===== src/rtl/bypass_pkg.sv =====
// Shared types and constants for the operand bypass unit: the fwd_sel
// encoding, the tracked-write entry record and a width helper.
package bypass_pkg;

   // fwd_sel encoding: 0 selects the register file, k+1 selects stage k.
   localparam int FWD_RF         = 0;
   localparam int FWD_STAGE_BASE = 1;

   // Widest register specifier an entry can hold. Narrower specifiers are
   // zero-extended into it, so the unused upper bits are constant zero.
   localparam int RD_W_MAX = 8;

   // One in-flight register write.
   typedef struct packed {
      logic                valid;
      logic [RD_W_MAX-1:0] rd;
      logic                is_load;
   } entry_t;

   // Ceiling log2 for parameter-derived widths; never narrower than 1 bit.
   function automatic int clog2(input int value);
      int bits;
      bits = 0;
      for (int v = value - 1; v > 0; v = v >> 1) begin
         bits++;
      end
      return (bits == 0) ? 1 : bits;
   endfunction

endpackage


===== src/rtl/bypass_tracker.sv =====
// Shift pipe of in-flight register writes. ent[0] mirrors EX, ent[1] MEM,
// and so on. A stall pushes a bubble in behind the stalled instruction.
module bypass_tracker
   import bypass_pkg::*;
#(
   parameter int DEPTH = 3
) (
   input  logic                 clk,
   input  logic                 rst,
   input  logic                 advance,
   input  logic                 flush,
   input  logic                 stall,
   input  entry_t               new_ent,
   output entry_t [DEPTH-1:0]   ent
);

   // Clear on reset/flush, otherwise shift one stage whenever the pipe advances.
   always_ff @(posedge clk) begin
      // NOTE: reset is synchronous and active-high, so it is just the
      // highest-priority branch inside the clocked block, not in the
      // sensitivity list.
      if (rst || flush) begin
         ent <= '0;
      end else if (advance) begin
         // NOTE: non-blocking assignments let every stage sample its
         // predecessor's old value, so the shift order in the loop does not
         // matter.
         ent[0] <= stall ? '0 : new_ent;
         for (int k = 1; k < DEPTH; k++) begin
            ent[k] <= ent[k-1];
         end
      end
   end

endmodule


===== src/rtl/operand_bypass_unit.sv =====
// Operand bypass unit: per read port, picks the youngest in-flight producer
// of the source register (or the register file), raises a load-use stall
// when that producer's data is not ready yet, and registers the chosen
// operands into the ID/EX boundary.
module operand_bypass_unit
   import bypass_pkg::*;
#(
   parameter int DATA_W           = 32,
   parameter int REG_ADDR_W       = 5,
   parameter int DEPTH            = 3,
   parameter int NUM_SRC          = 2,
   parameter int LOAD_READY_STAGE = 2
) (
   input  logic                                   clk,
   input  logic                                   rst,
   input  logic                                   advance,
   input  logic                                   flush,
   input  logic                                   issue_valid,
   input  logic                                   issue_we,
   input  logic                                   issue_is_load,
   input  logic [REG_ADDR_W-1:0]                  issue_rd,
   input  logic [NUM_SRC*REG_ADDR_W-1:0]          src_addr,
   input  logic [NUM_SRC*DATA_W-1:0]              rf_data,
   input  logic [DEPTH*DATA_W-1:0]                stage_data,
   output logic                                   stall,
   output logic                                   op_valid,
   output logic [NUM_SRC*DATA_W-1:0]              operand,
   output logic [NUM_SRC*clog2(DEPTH+1)-1:0]      fwd_sel
);

   localparam int SEL_W = clog2(DEPTH + 1);

   entry_t                     new_ent;
   entry_t [DEPTH-1:0]         ent;
   wire  [NUM_SRC-1:0]         hazard;
   wire  [NUM_SRC*DATA_W-1:0]  op_next;
   wire  [NUM_SRC*SEL_W-1:0]   sel_next;

   // Build the entry for the issuing instruction; r0 writes are never tracked.
   always_comb begin
      new_ent         = '0;
      new_ent.valid   = issue_valid && issue_we && (issue_rd != '0);
      new_ent.rd      = RD_W_MAX'(issue_rd);
      new_ent.is_load = issue_is_load;
   end

   bypass_tracker #(
      .DEPTH (DEPTH)
   ) u_tracker (
      .clk     (clk),
      .rst     (rst),
      .advance (advance),
      .flush   (flush),
      .stall   (stall),
      .new_ent (new_ent),
      .ent     (ent)
   );

   for (genvar s = 0; s < NUM_SRC; s++) begin : g_port
      logic [REG_ADDR_W-1:0] src;
      logic [SEL_W-1:0]      hit_sel;
      logic [DATA_W-1:0]     hit_data;
      logic                  hit_haz;

      assign src = src_addr[s*REG_ADDR_W +: REG_ADDR_W];

      // Scan oldest to youngest so the lowest matching stage overwrites the rest.
      always_comb begin
         hit_sel  = SEL_W'(FWD_RF);
         hit_data = rf_data[s*DATA_W +: DATA_W];
         hit_haz  = 1'b0;
         for (int k = DEPTH - 1; k >= 0; k--) begin
            if ((src != '0) && ent[k].valid && (ent[k].rd == RD_W_MAX'(src))) begin
               hit_sel  = SEL_W'(k + FWD_STAGE_BASE);
               hit_data = stage_data[k*DATA_W +: DATA_W];
               hit_haz  = ent[k].is_load && (k < LOAD_READY_STAGE);
            end
         end
      end

      assign hazard[s]                      = hit_haz;
      assign op_next[s*DATA_W +: DATA_W]    = hit_data;
      assign sel_next[s*SEL_W +: SEL_W]     = hit_sel;
   end

   // A hazard only matters when decode actually holds an instruction.
   assign stall = issue_valid && (|hazard);

   // ID/EX boundary: bubble on stall, hold on !advance, capture otherwise.
   always_ff @(posedge clk) begin
      if (rst || flush) begin
         op_valid <= 1'b0;
         operand  <= '0;
         fwd_sel  <= '0;
      end else if (advance) begin
         if (stall) begin
            op_valid <= 1'b0;
         end else begin
            op_valid <= issue_valid;
            operand  <= op_next;
            fwd_sel  <= sel_next;
         end
      end
   end

endmodule


===== config.mk =====
export PLATFORM = sky130hd
export DESIGN_NAME = operand_bypass_unit
export DESIGN_NICKNAME = d
export VERILOG_FILES = /design/src/rtl/bypass_pkg.sv /design/src/rtl/bypass_tracker.sv /design/src/rtl/operand_bypass_unit.sv
export SDC_FILE = /design/constraint.sdc
export NUM_CORES = 1
export LEC_CHECK = 0
export CORE_ASPECT_RATIO = 2
export CORE_UTILIZATION = 42
export CTS_BUF_LIST = sky130_fd_sc_hd__clkbuf_16
export CTS_CLUSTER_SIZE = 24
export DETAILED_ROUTE_END_ITERATION = 6
export GPL_ROUTABILITY_DRIVEN = 0
export HOLD_SLACK_MARGIN = 0.05
export PLACE_DENSITY = 0.87
export SLEW_MARGIN = 10
export SYNTH_ARGS = -nofsm -noshare
export SYNTH_HDL_FRONTEND = slang
export SYNTH_SLANG_ARGS = --single-unit

===== constraint.sdc =====
create_clock -name clk -period 5.06 [get_ports clk]
set_clock_uncertainty 0.2 [all_clocks]
set_input_delay 1.518 -clock clk [delete_from_list [all_inputs] [get_ports clk]]
set_output_delay 1.518 -clock clk [all_outputs]
set_load 0.005 [all_outputs]

# Word level (Yosys, flattened, before mapping)

Index checks and enable logic that the tools add are counted.

Bits in registers: 98
Input bits: 182
Logic and storage cells: 57

Equal/unequal tests: 6
Muxes and demuxes: 18
Bitwise gates (word level): 1
Reduce and logical (&&, ||, !) cells: 21

Operators by type and width:

| operator                     | count |
|---|---|
| two-way mux 32 bit           | 6 |
| equality test 8 x 5 -> 1 bit | 6 |
| logical AND 1 bit            | 15 |
| nonzero test 5 bit           | 3 |
| two-way mux 2 bit            | 6 |
| two-way mux 10 bit           | 1 |
| two-way mux 1 bit            | 5 |
| AND reduction 2 bit          | 1 |
| OR reduction 2 bit           | 1 |
| logical OR 1 bit             | 1 |
| inverter 1 bit               | 1 |

# Logic depth before layout (Yosys ltp)

Gate-level depths: netlist (run 1).

Word-level depth: 9
Mapped depth: 10

# Cells and area by module

Synthesis (run 1) repeated with hierarchy kept, for this count alone.

Cells, all modules: 711
Area total of the unflattened synthesis: 6183.4 µm²

By module, submodules not included:

| module              | instances | cells each | area an instance (µm²) |
|---|---|---|---|
| operand_bypass_unit | 1         | 602        | 4958.5 |
| bypass_tracker      | 1         | 109        | 1224.9 |

# Worst setup path before layout (run 1)

OpenSTA, ideal clock, no wires.

Kind: input -> output
From: input port src_addr[1]
To: output port stall
Arrival time: 2.876 ns
Required time: 3.342 ns
Slack: 0.466 ns
Stages: 7
Path through: or4_1 -> nor2_2 -> or4_1 -> buf_2 -> o22ai_2 -> a21oi_1 -> nor2b_1

Longest elaborated chain between the ends: 7
Elaborated cells between the ends (all ways): 11
Those cells by class: 2 x eq/ne; 2 x mux; 7 x reduce/logical

Ends and longest elaborated chain:

| what                            | RTL line                  | text |
|---|---|---|
| from (decl)                     | operand_bypass_unit.sv:22 | `input logic [NUM_SRC*REG_ADDR_W-1:0] src_addr,` |
| nonzero test 5 bit              | operand_bypass_unit.sv:73 | `if ((src != '0) && ent[k].valid && (ent[k].rd == RD_W_MAX'(src))) begin` |
| logical AND 1 bit (2 in series) | operand_bypass_unit.sv:73 |  |
| two-way mux 1 bit               | operand_bypass_unit.sv:73 |  |
| two-way mux 1 bit *             | operand_bypass_unit.sv:73 |  |
| OR reduction 2 bit *            | operand_bypass_unit.sv:87 | `assign stall = issue_valid && (\|hazard);` |
| logical AND 1 bit *             | operand_bypass_unit.sv:87 |  |
| to (decl)                       | operand_bypass_unit.sv:25 | `output logic stall,` |

Mark *: on every way between the ends. The rest lies on a longest branch, timed or not.

# Final worst setup path (run 1)

Same ends and word-level chain as after synthesis.

==> results of run 1 <==
flip-flops by register name, indices dropped and copies added, names as in the netlist:
| register | count |
|---|---|
| operand | 64 |
| u_tracker.ent | 20 |
| fwd_sel | 4 |
| op_valid | 1 |
worst paths after layout:
| check | start | endpoint | slack, ns |
|---|---|---|---|
| max | src_addr[1] | stall | 0.03 |
| min | fwd_sel[1]$_SDFFE_PP0P_ | fwd_sel[1]$_SDFFE_PP0P_ | 0.25 |
| max reg2reg | u_tracker.ent[5]$_SDFFE_PP0P_ | operand[22]$_SDFFE_PP0P_ | 1.97 |
| min reg2reg | fwd_sel[1]$_SDFFE_PP0P_ | fwd_sel[1]$_SDFFE_PP0P_ | 0.25 |
worst min-delay path, delay by kind of cell (launching register included):
kind             cells  cell delay [ns]
AO/OA/AOI/OAI        1             0.05
AND/OR/NAND/NOR      1             0.05
flip-flops           1             0.31
area by class of cell:
cell class | instances | area, sq um | share of cell area, %
Clock buffer | 9 | 225.2 | 2.712
Clock inverter | 6 | 67.56 | 0.8136
Inverter | 3 | 11.26 | 0.1356
Multi-Input combinational cell | 505 | 3221 | 38.78
Sequential cell | 89 | 1782 | 21.46
Tap cell | 147 | 183.9 | 2.215
Timing Repair Buffer | 288 | 2814 | 33.89
report_power, final:
group,switching [mW],leakage (nW),internal (mW)
clock network,0.274,0.138,0.382
logic,0.129,2.10,0.221
registers,0.0152,0.726,0.725
total,0.418,2.96,1.33
cells by family (layout without fill, tap and decap cells):
family                    Yosys count  count (layout)  share of synthesized area (%)
AOI/OAI and AO/OA                 274             274                          30.00
xor gates and xnor gates           30              30                          5.020
buffers and inverters              67             306                          5.714
DFF                                89              89                          34.04
muxes                              77              77                          14.73
and+or+nand+nor                   124             124                          10.49
cells in the mapped netlist (2+ instances only):
master    count
buf_4         4
nor3_1        3
nor4_1        2
a211oi_1     66
xor2_1       10
or3_1         3
xnor2_1      20
o21ai_0      70
buf_1        10
nand2_1       4
or4_1         4
a21oi_1     132
mux2i_1      77
nand3_1      13
inv_1         2
nand4_1       6
nor2_2        2
buf_2        20
clkbuf_1     29
dfxtp_1      89
nor2_1       83
what timing repair did:
item,4_1_cts,5_1_grt
resized for setup,15,5
setup buffers,3,1
pin swaps,3,8
gates cloned,0,0
endpoints found under the setup margin,1,1
per-layer routing:
layer | global-route usage (%) | up-vias | share of wire [%]
li1 | - | 2899 | -
met1 | 30.56 | 2705 | 36
met2 | 54.85 | 219 | 54
met3 | 7.657 | 70 | 5.1
met4 | 17.69 | 0 | 5.3
met5 | 0 | - | 0
metrics by stage:
step	utilization, %	area, sq um	instances	TNS, ns	setup slack, ns
final	68.49	8304	1047	0	0.02580
after global placement	65.68	7963	1028	-0.6506	-0.6506
after global routing	68.49	8304	1047	-0.01249	-0.01249
after detailed placement	65.68	7963	1028	-0.6525	-0.6525
after floorplan	-	5234	661	0	0.4662
after CTS	68.30	8280	1046	-0.03840	-0.03840
==> summary.log, run 1 <==
[cts] CTS tree built
[synth] Synth cell types 33
[setup_path] Data arrival, critical path 3.32 ns
[run] number of violations of the max-capacitance limit 0
[setup_path] Worst Path Class, Setup in2out
[min_path] hold depth 2
[detailed_routing] routed vias 5,893
[global_route] number of antenna violations at the first check in global routing 0
[synth] area share of the largest cell type after synthesis 34.04%
[synth] async set or reset register ratio after synthesis 0%
[setup_path] total number of cells along the worst setup path 8
[setup_path] kind of end point of the critical path primary output
[timing] Worst Hold Slack 0.2516 ns
[timing] Hold Vio Cnt, Final 0
[final_layout] share of cells above drive strength 1 7.556%
[synth] count of flip-flops with a built-in enable after synthesis 0
[synth] cell type with the highest aggregate area in the netlist dfxtp_1
[floorplanning] die outline area 0.01294 sq mm
[placed_design] count of input and output buffers 251
[power] cell leakage power 2.961 nW
[synth] Synth Instances 661
[global_route] global route overflow 0
[synth] number of nets produced by synthesis 843
[synth] sequential area share after synthesis 34.04%
[floorplanning] effective utilization at floorplan 43.17%
[detailed_routing] average routed wire per standard cell 18.32 um
[setup_path] startpoint class of the critical path primary input
[global_route] maximum number of pins on one net before global-route repair 77
[detailed_routing] average via count per standard cell 5.628
[global_route] global-route wire length before repair 29,800 um
[floorplanning] Die X 80.94 um
[detailed_routing] residual antenna-violating net count after detailed routing 0
[setup_path] Buf/Inv on CP 3
[floorplanning] Ports 252
[final_layout] # fillers 953
[cts] maximum root-to-sink buffer count 2
[timing] Final Critical Period 5.034 ns
[final_layout] number of nets at the end of the flow 1,078
[setup_path] cell-by-cell listing of the critical path clkdlybuf4s50_1 -> buf_4 -> xor2_1 -> or4_4 -> o22ai_2 -> a21oi_2 -> nor2b_2 -> buf_2
[cts] Sinks on Clock Net 89
[setup_path] highest cell delay on the worst timing path 0.50 ns
[detailed_routing] number of iterations in the first detailed-routing pass 4
[global_route] number of global-route vias before repair 5,784
[synth] syn_area_per_cell 7.918 sq um
[detailed_routing] routed wire length 19,180 um
[setup_path] critical-path maximum fanout 2
[cts] clock tree root buffer cell clkbuf_16
[synth] most area-consuming cells after synthesis dfxtp_1, mux2i_1, a21oi_1, a211oi_1, o21ai_0
[cts] deepest level of the CTS H-tree 3
[final_layout] Area Overhead vs Synth 58.67%
[synth] Main synth FF type dfxtp_1
[detailed_routing] number of design rule violations left after detail routing 0
[timing] highest clock rate 0.1986 GHz
[cts] clock network latency to the later pin of the worst-skew pair 0.33 ns
[detailed_routing] detailed router's first-iteration violation count 315
[setup_path] required time at the worst-slack endpoint 3.34 ns
[global_route] overall routing resource usage 30.60%
[timing] final critical-path share of the clock period 99.49%
[floorplanning] area of the placeable core 0.01212 sq mm
[synth] flops & latches, synth 89
[cts] Post-CTS Hold Buffers 0
[setup_path] cell depth of the worst flop-to-flop path 11
[cts] clock buffer count from CTS 9
[setup_path] Critical-path top delay cell or4_4
[cts] clock-pin slew of the registers on the worst-case setup and hold paths 0.06 ns
[final_layout] count of antenna diodes in the layout 0
[power] power density normalized to cell area 210.3 mW/mm^2
[floorplanning] number of standard-cell rows in the floorplan 57
[timing] pins over their slew limit 0
[floorplanning] die boundary height 159.9 um
[power] Worst VDD drop 0.1936 mV
[timing] number of endpoints failing setup at the final stage 0
[final_layout] most common cell after layout, fill and taps aside clkdlybuf4s50_1
[synth] post-synthesis cell area 0.005234 sq mm
[timing] Relative slew margins 51.23%
[synth] number of warnings reported in the yosys synthesis log 0
[timing] transition time of the tightest slew-check pin 0.7316 ns
[min_path] path category of the worst min-delay check reg2reg
[placed_design] sum of net half-perimeters after detailed placement 14,030 um
[outcome] result of the run completed
[setup_path] crit-path leading delay family buffers and inverters
[power] post-route total power 1.747 mW
[final_layout] most used cells in the layout excluding fill and tap cells clkdlybuf4s50_1, a21oi_1, dfxtp_1
[timing] unrepaired setup endpoints after global routing true
(Power assumes the default switching activity.)
==> inputs of run 2 (changes only) <==
--- a/config.mk
+++ b/config.mk
@@ -13,7 +13,6 @@
 export GPL_ROUTABILITY_DRIVEN = 0
 export HOLD_SLACK_MARGIN = 0.05
 export PLACE_DENSITY = 0.87
-export SLEW_MARGIN = 10
 export SYNTH_ARGS = -nofsm -noshare
 export SYNTH_HDL_FRONTEND = slang
 export SYNTH_SLANG_ARGS = --single-unit
==> results of run 2 <==
No change in the layout: final DEF, timing and power equal those of run 1.
==> inputs of run 3 (changes only) <==
--- a/config.mk
+++ b/config.mk
@@ -6,13 +6,13 @@
 export NUM_CORES = 1
 export LEC_CHECK = 0
 export CORE_ASPECT_RATIO = 2
-export CORE_UTILIZATION = 42
+export CORE_UTILIZATION = 35
 export CTS_BUF_LIST = sky130_fd_sc_hd__clkbuf_16
 export CTS_CLUSTER_SIZE = 24
 export DETAILED_ROUTE_END_ITERATION = 6
 export GPL_ROUTABILITY_DRIVEN = 0
 export HOLD_SLACK_MARGIN = 0.05
-export PLACE_DENSITY = 0.87
+export PLACE_DENSITY = 0.76
 export SYNTH_ARGS = -nofsm -noshare
 export SYNTH_HDL_FRONTEND = slang
 export SYNTH_SLANG_ARGS = --single-unit
==> summary.log, run 3 (synthesized netlist as in run 1, its figures left out) <==
[global_route] number of antenna violations at the first check in global routing 0 [unchanged]
[setup_path] kind of end point of the critical path primary output
[timing] Final Critical Period 5.005 ns [-0.02896 ns]
[timing] highest clock rate 0.1998 GHz [+0.58%]
[timing] pins over their slew limit 0 [unchanged]
[final_layout] post-layout util 58.19% [-10 points]
[floorplanning] Die X 88.47 um [+9.3%]
[floorplanning] effective utilization at floorplan 36.08% [-7.1 points]
[final_layout] most common cell after layout, fill and taps aside clkdlybuf4s50_1
[cts] maximum root-to-sink buffer count 2 [unchanged]
[final_layout] number of flip-flops under the largest register name 64 [unchanged]
[cts] deepest level of the CTS H-tree 3 [unchanged]
[setup_path] critical-path maximum fanout 3 [+1]
[final_layout] count of antenna diodes in the layout 0 [unchanged]
[placed_design] Inst Count DP 1,075 [+4.6%]
[placed_design] count of input and output buffers 251 [unchanged]
[global_route] number of global-route vias before repair 5,794 [+0.17%]
[final_layout] leading registers by flop count operand x64, u_tracker.ent x20, fwd_sel x4
[setup_path] required time at the worst-slack endpoint 3.34 ns [about the same]
[timing] Relative slew margins 49.33% [-1.9 points]
[floorplanning] area of the placeable core 0.01451 sq mm [+20%]
[power] power density normalized to cell area 215.2 mW/mm^2 [+2.3%]
[timing] final critical-path share of the clock period 98.92% [-0.57 points]
[detailed_routing] residual antenna-violating net count after detailed routing 0 [unchanged]
[setup_path] total number of cells along the worst setup path 10 [+2]
[min_path] hold depth 2 [unchanged]
[detailed_routing] average via count per standard cell 5.389 [-4.3%]
[setup_path] cell depth of the worst flop-to-flop path 10 [-1]
[setup_path] Worst Path Class, Setup in2out
[final_layout] post-layout instance count excluding filler cells 1,096 [+4.7%]
[detailed_routing] average routed wire per standard cell 18.63 um [+1.7%]
[cts] CTS tree built
[setup_path] cell-by-cell listing of the critical path clkdlybuf4s15_2 -> or4_4 -> nor2_2 -> buf_4 -> nor4_2 -> buf_4 -> o21a_1 -> a21oi_2 -> nor2b_1 -> clkbuf_2
[final_layout] number of nets at the end of the flow 1,081 [+0.28%]
[global_route] global-route wire length before repair 30,860 um [+3.6%]
[global_route] overall routing resource usage 26.57% [-4.0 points]
[power] Worst VDD drop 0.1325 mV [-32%]
[global_route] global route overflow 0 [unchanged]
[timing] number of endpoints failing setup at the final stage 0 [unchanged]
[timing] Hold Vio Cnt, Final 0 [unchanged]
[min_path] terminating pin of the worst hold path fwd_sel[1]$_SDFFE_PP0P_
[cts] clock buffer count from CTS 9 [unchanged]
[placed_design] sum of net half-perimeters after detailed placement 14,910 um [+6.3%]
[run] number of violations of the max-capacitance limit 0 [unchanged]
[detailed_routing] number of iterations in the first detailed-routing pass 6 [+2]
[setup_path] Critical-path top delay cell or4_4
[setup_path] highest cell delay on the worst timing path 0.53 ns [+0.03 ns]
[placed_design] dpl ws -0.5904 ns [+0.06212 ns]
[min_path] path category of the worst min-delay check reg2reg
[detailed_routing] routed vias 5,906 [+0.22%]
[detailed_routing] detailed router's first-iteration violation count 229 [-27%]
[power] cell leakage power 2.997 nW [+1.2%]
[final_layout] largest register by flop count operand
[outcome] result of the run completed
[final_layout] Sequential cell area 0.001782 sq mm [unchanged]
[global_route] maximum number of pins on one net before global-route repair 74 [-3.9%]
[final_layout] share of cells above drive strength 1 8.186% [+0.63 points]
[floorplanning] Ports 252 [unchanged]
[cts] clock tree root buffer cell clkbuf_16
[floorplanning] number of standard-cell rows in the floorplan 62 [+8.8%]
[setup_path] worst reg2reg path startpoint u_tracker.ent[1]$_SDFFE_PP0P_
[cts] clock network latency to the later pin of the worst-skew pair 0.33 ns [about the same]
[timing] unrepaired setup endpoints after global routing false
[final_layout] Area Overhead vs Synth 61.27%
[cts] clock-pin slew of the registers on the worst-case setup and hold paths 0.06 ns [about the same]
[final_layout] # fillers 1,325 [+39%]
[timing] transition time of the tightest slew-check pin 0.7600 ns [+0.02846 ns]
[floorplanning] die outline area 0.01548 sq mm [+20%]
[floorplanning] die boundary height 174.9 um [+9.4%]
[setup_path] startpoint class of the critical path primary input
[setup_path] library cell appearing most often on the critical path buf_4
[setup_path] Data arrival, critical path 3.29 ns [-0.03 ns]
[detailed_routing] number of design rule violations left after detail routing 0 [unchanged]
[min_path] origin of the worst min-delay path fwd_sel[1]$_SDFFE_PP0P_
[detailed_routing] routed wire length 20,420 um [+6.5%]
[final_layout] most used cells in the layout excluding fill and tap cells clkdlybuf4s50_1, a21oi_1, dfxtp_1
[final_layout] multi-input gate area in the final layout 0.003237 sq mm [+0.50%]
[setup_path] crit-path leading delay family simple AND/OR/NAND/NOR gates
[setup_path] Buf/Inv on CP 4 [+1]
[setup_path] destination of the worst register-to-register timing path operand[46]$_SDFFE_PP0P_
[timing] minimum setup slack in the final design 0.05477 ns [+0.02896 ns]
[setup_path] register-to-register setup slack 2.28 ns [+0.31 ns]
[cts] Sinks on Clock Net 89 [unchanged]
[run 3: report_power, final]
| part | switching, mW | internal (mW) |
|---|---|---|
| clock network | 0.287 | 0.434 |
| logic | 0.132 | 0.223 |
| registers | 0.0156 | 0.725 |
[run 3: what timing repair did]
item / 4_1_cts / 5_1_grt
pin swaps: 8 / 2
gates resized for setup: 22 / 6
endpoints found under the hold margin: 0 / 0
hold buffers: 0 / 0
setup buffers: 4 / 1
endpoints found under the setup margin: 1 / 1
[run 3: per-stage QoR]
step	cell area, sq um	hold slack (ns)	setup TNS, ns	power, mW
final	8441	0.2546	0	1.817
after global routing	8441	0.2720	0	1.891
after CTS	8421	0.2563	-0.08045	1.827
after detailed placement	8046	0.2475	-0.5904	1.108
after global placement	8046	0.2366	-0.5835	1.104
after floorplan	5234	0.2482	0	0.8656
[run 3: cell type report]
| type | instances | area share [%] |
|---|---|---|
| clock buffers | 9 | 2.668 |
| clock inverters | 7 | 1.112 |
| inverters | 3 | 0.1334 |
| multi-input cells | 505 | 38.35 |
| flip-flops and latches | 89 | 21.11 |
| well taps | 192 | 2.846 |
| repair buffers | 291 | 33.78 |
[run 3: tightest hold or removal path: stages (launching register included)]
cell	delay [ns]
dfxtp_1	0.31
nand2_1	0.05
a21oi_1	0.05
[run 3: metal layers]
layer / global-route usage [%] / up-vias / share of wire [%]
met5: 0 / - / 0
met4: 13.51 / 0 / 5.0
met3: 5.952 / 56 / 5.6
met2: 50.22 / 211 / 55
met1: 25.64 / 2732 / 35
li1: - / 2907 / -
[run 3: how the worst max path moves through the flow]
stage / end / from
after detailed placement: stall / src_addr[8]
after CTS: stall / src_addr[1]
after global placement: stall / src_addr[8]
after floorplan: stall / src_addr[1]
final: stall / src_addr[6]
after global routing: stall / src_addr[6]
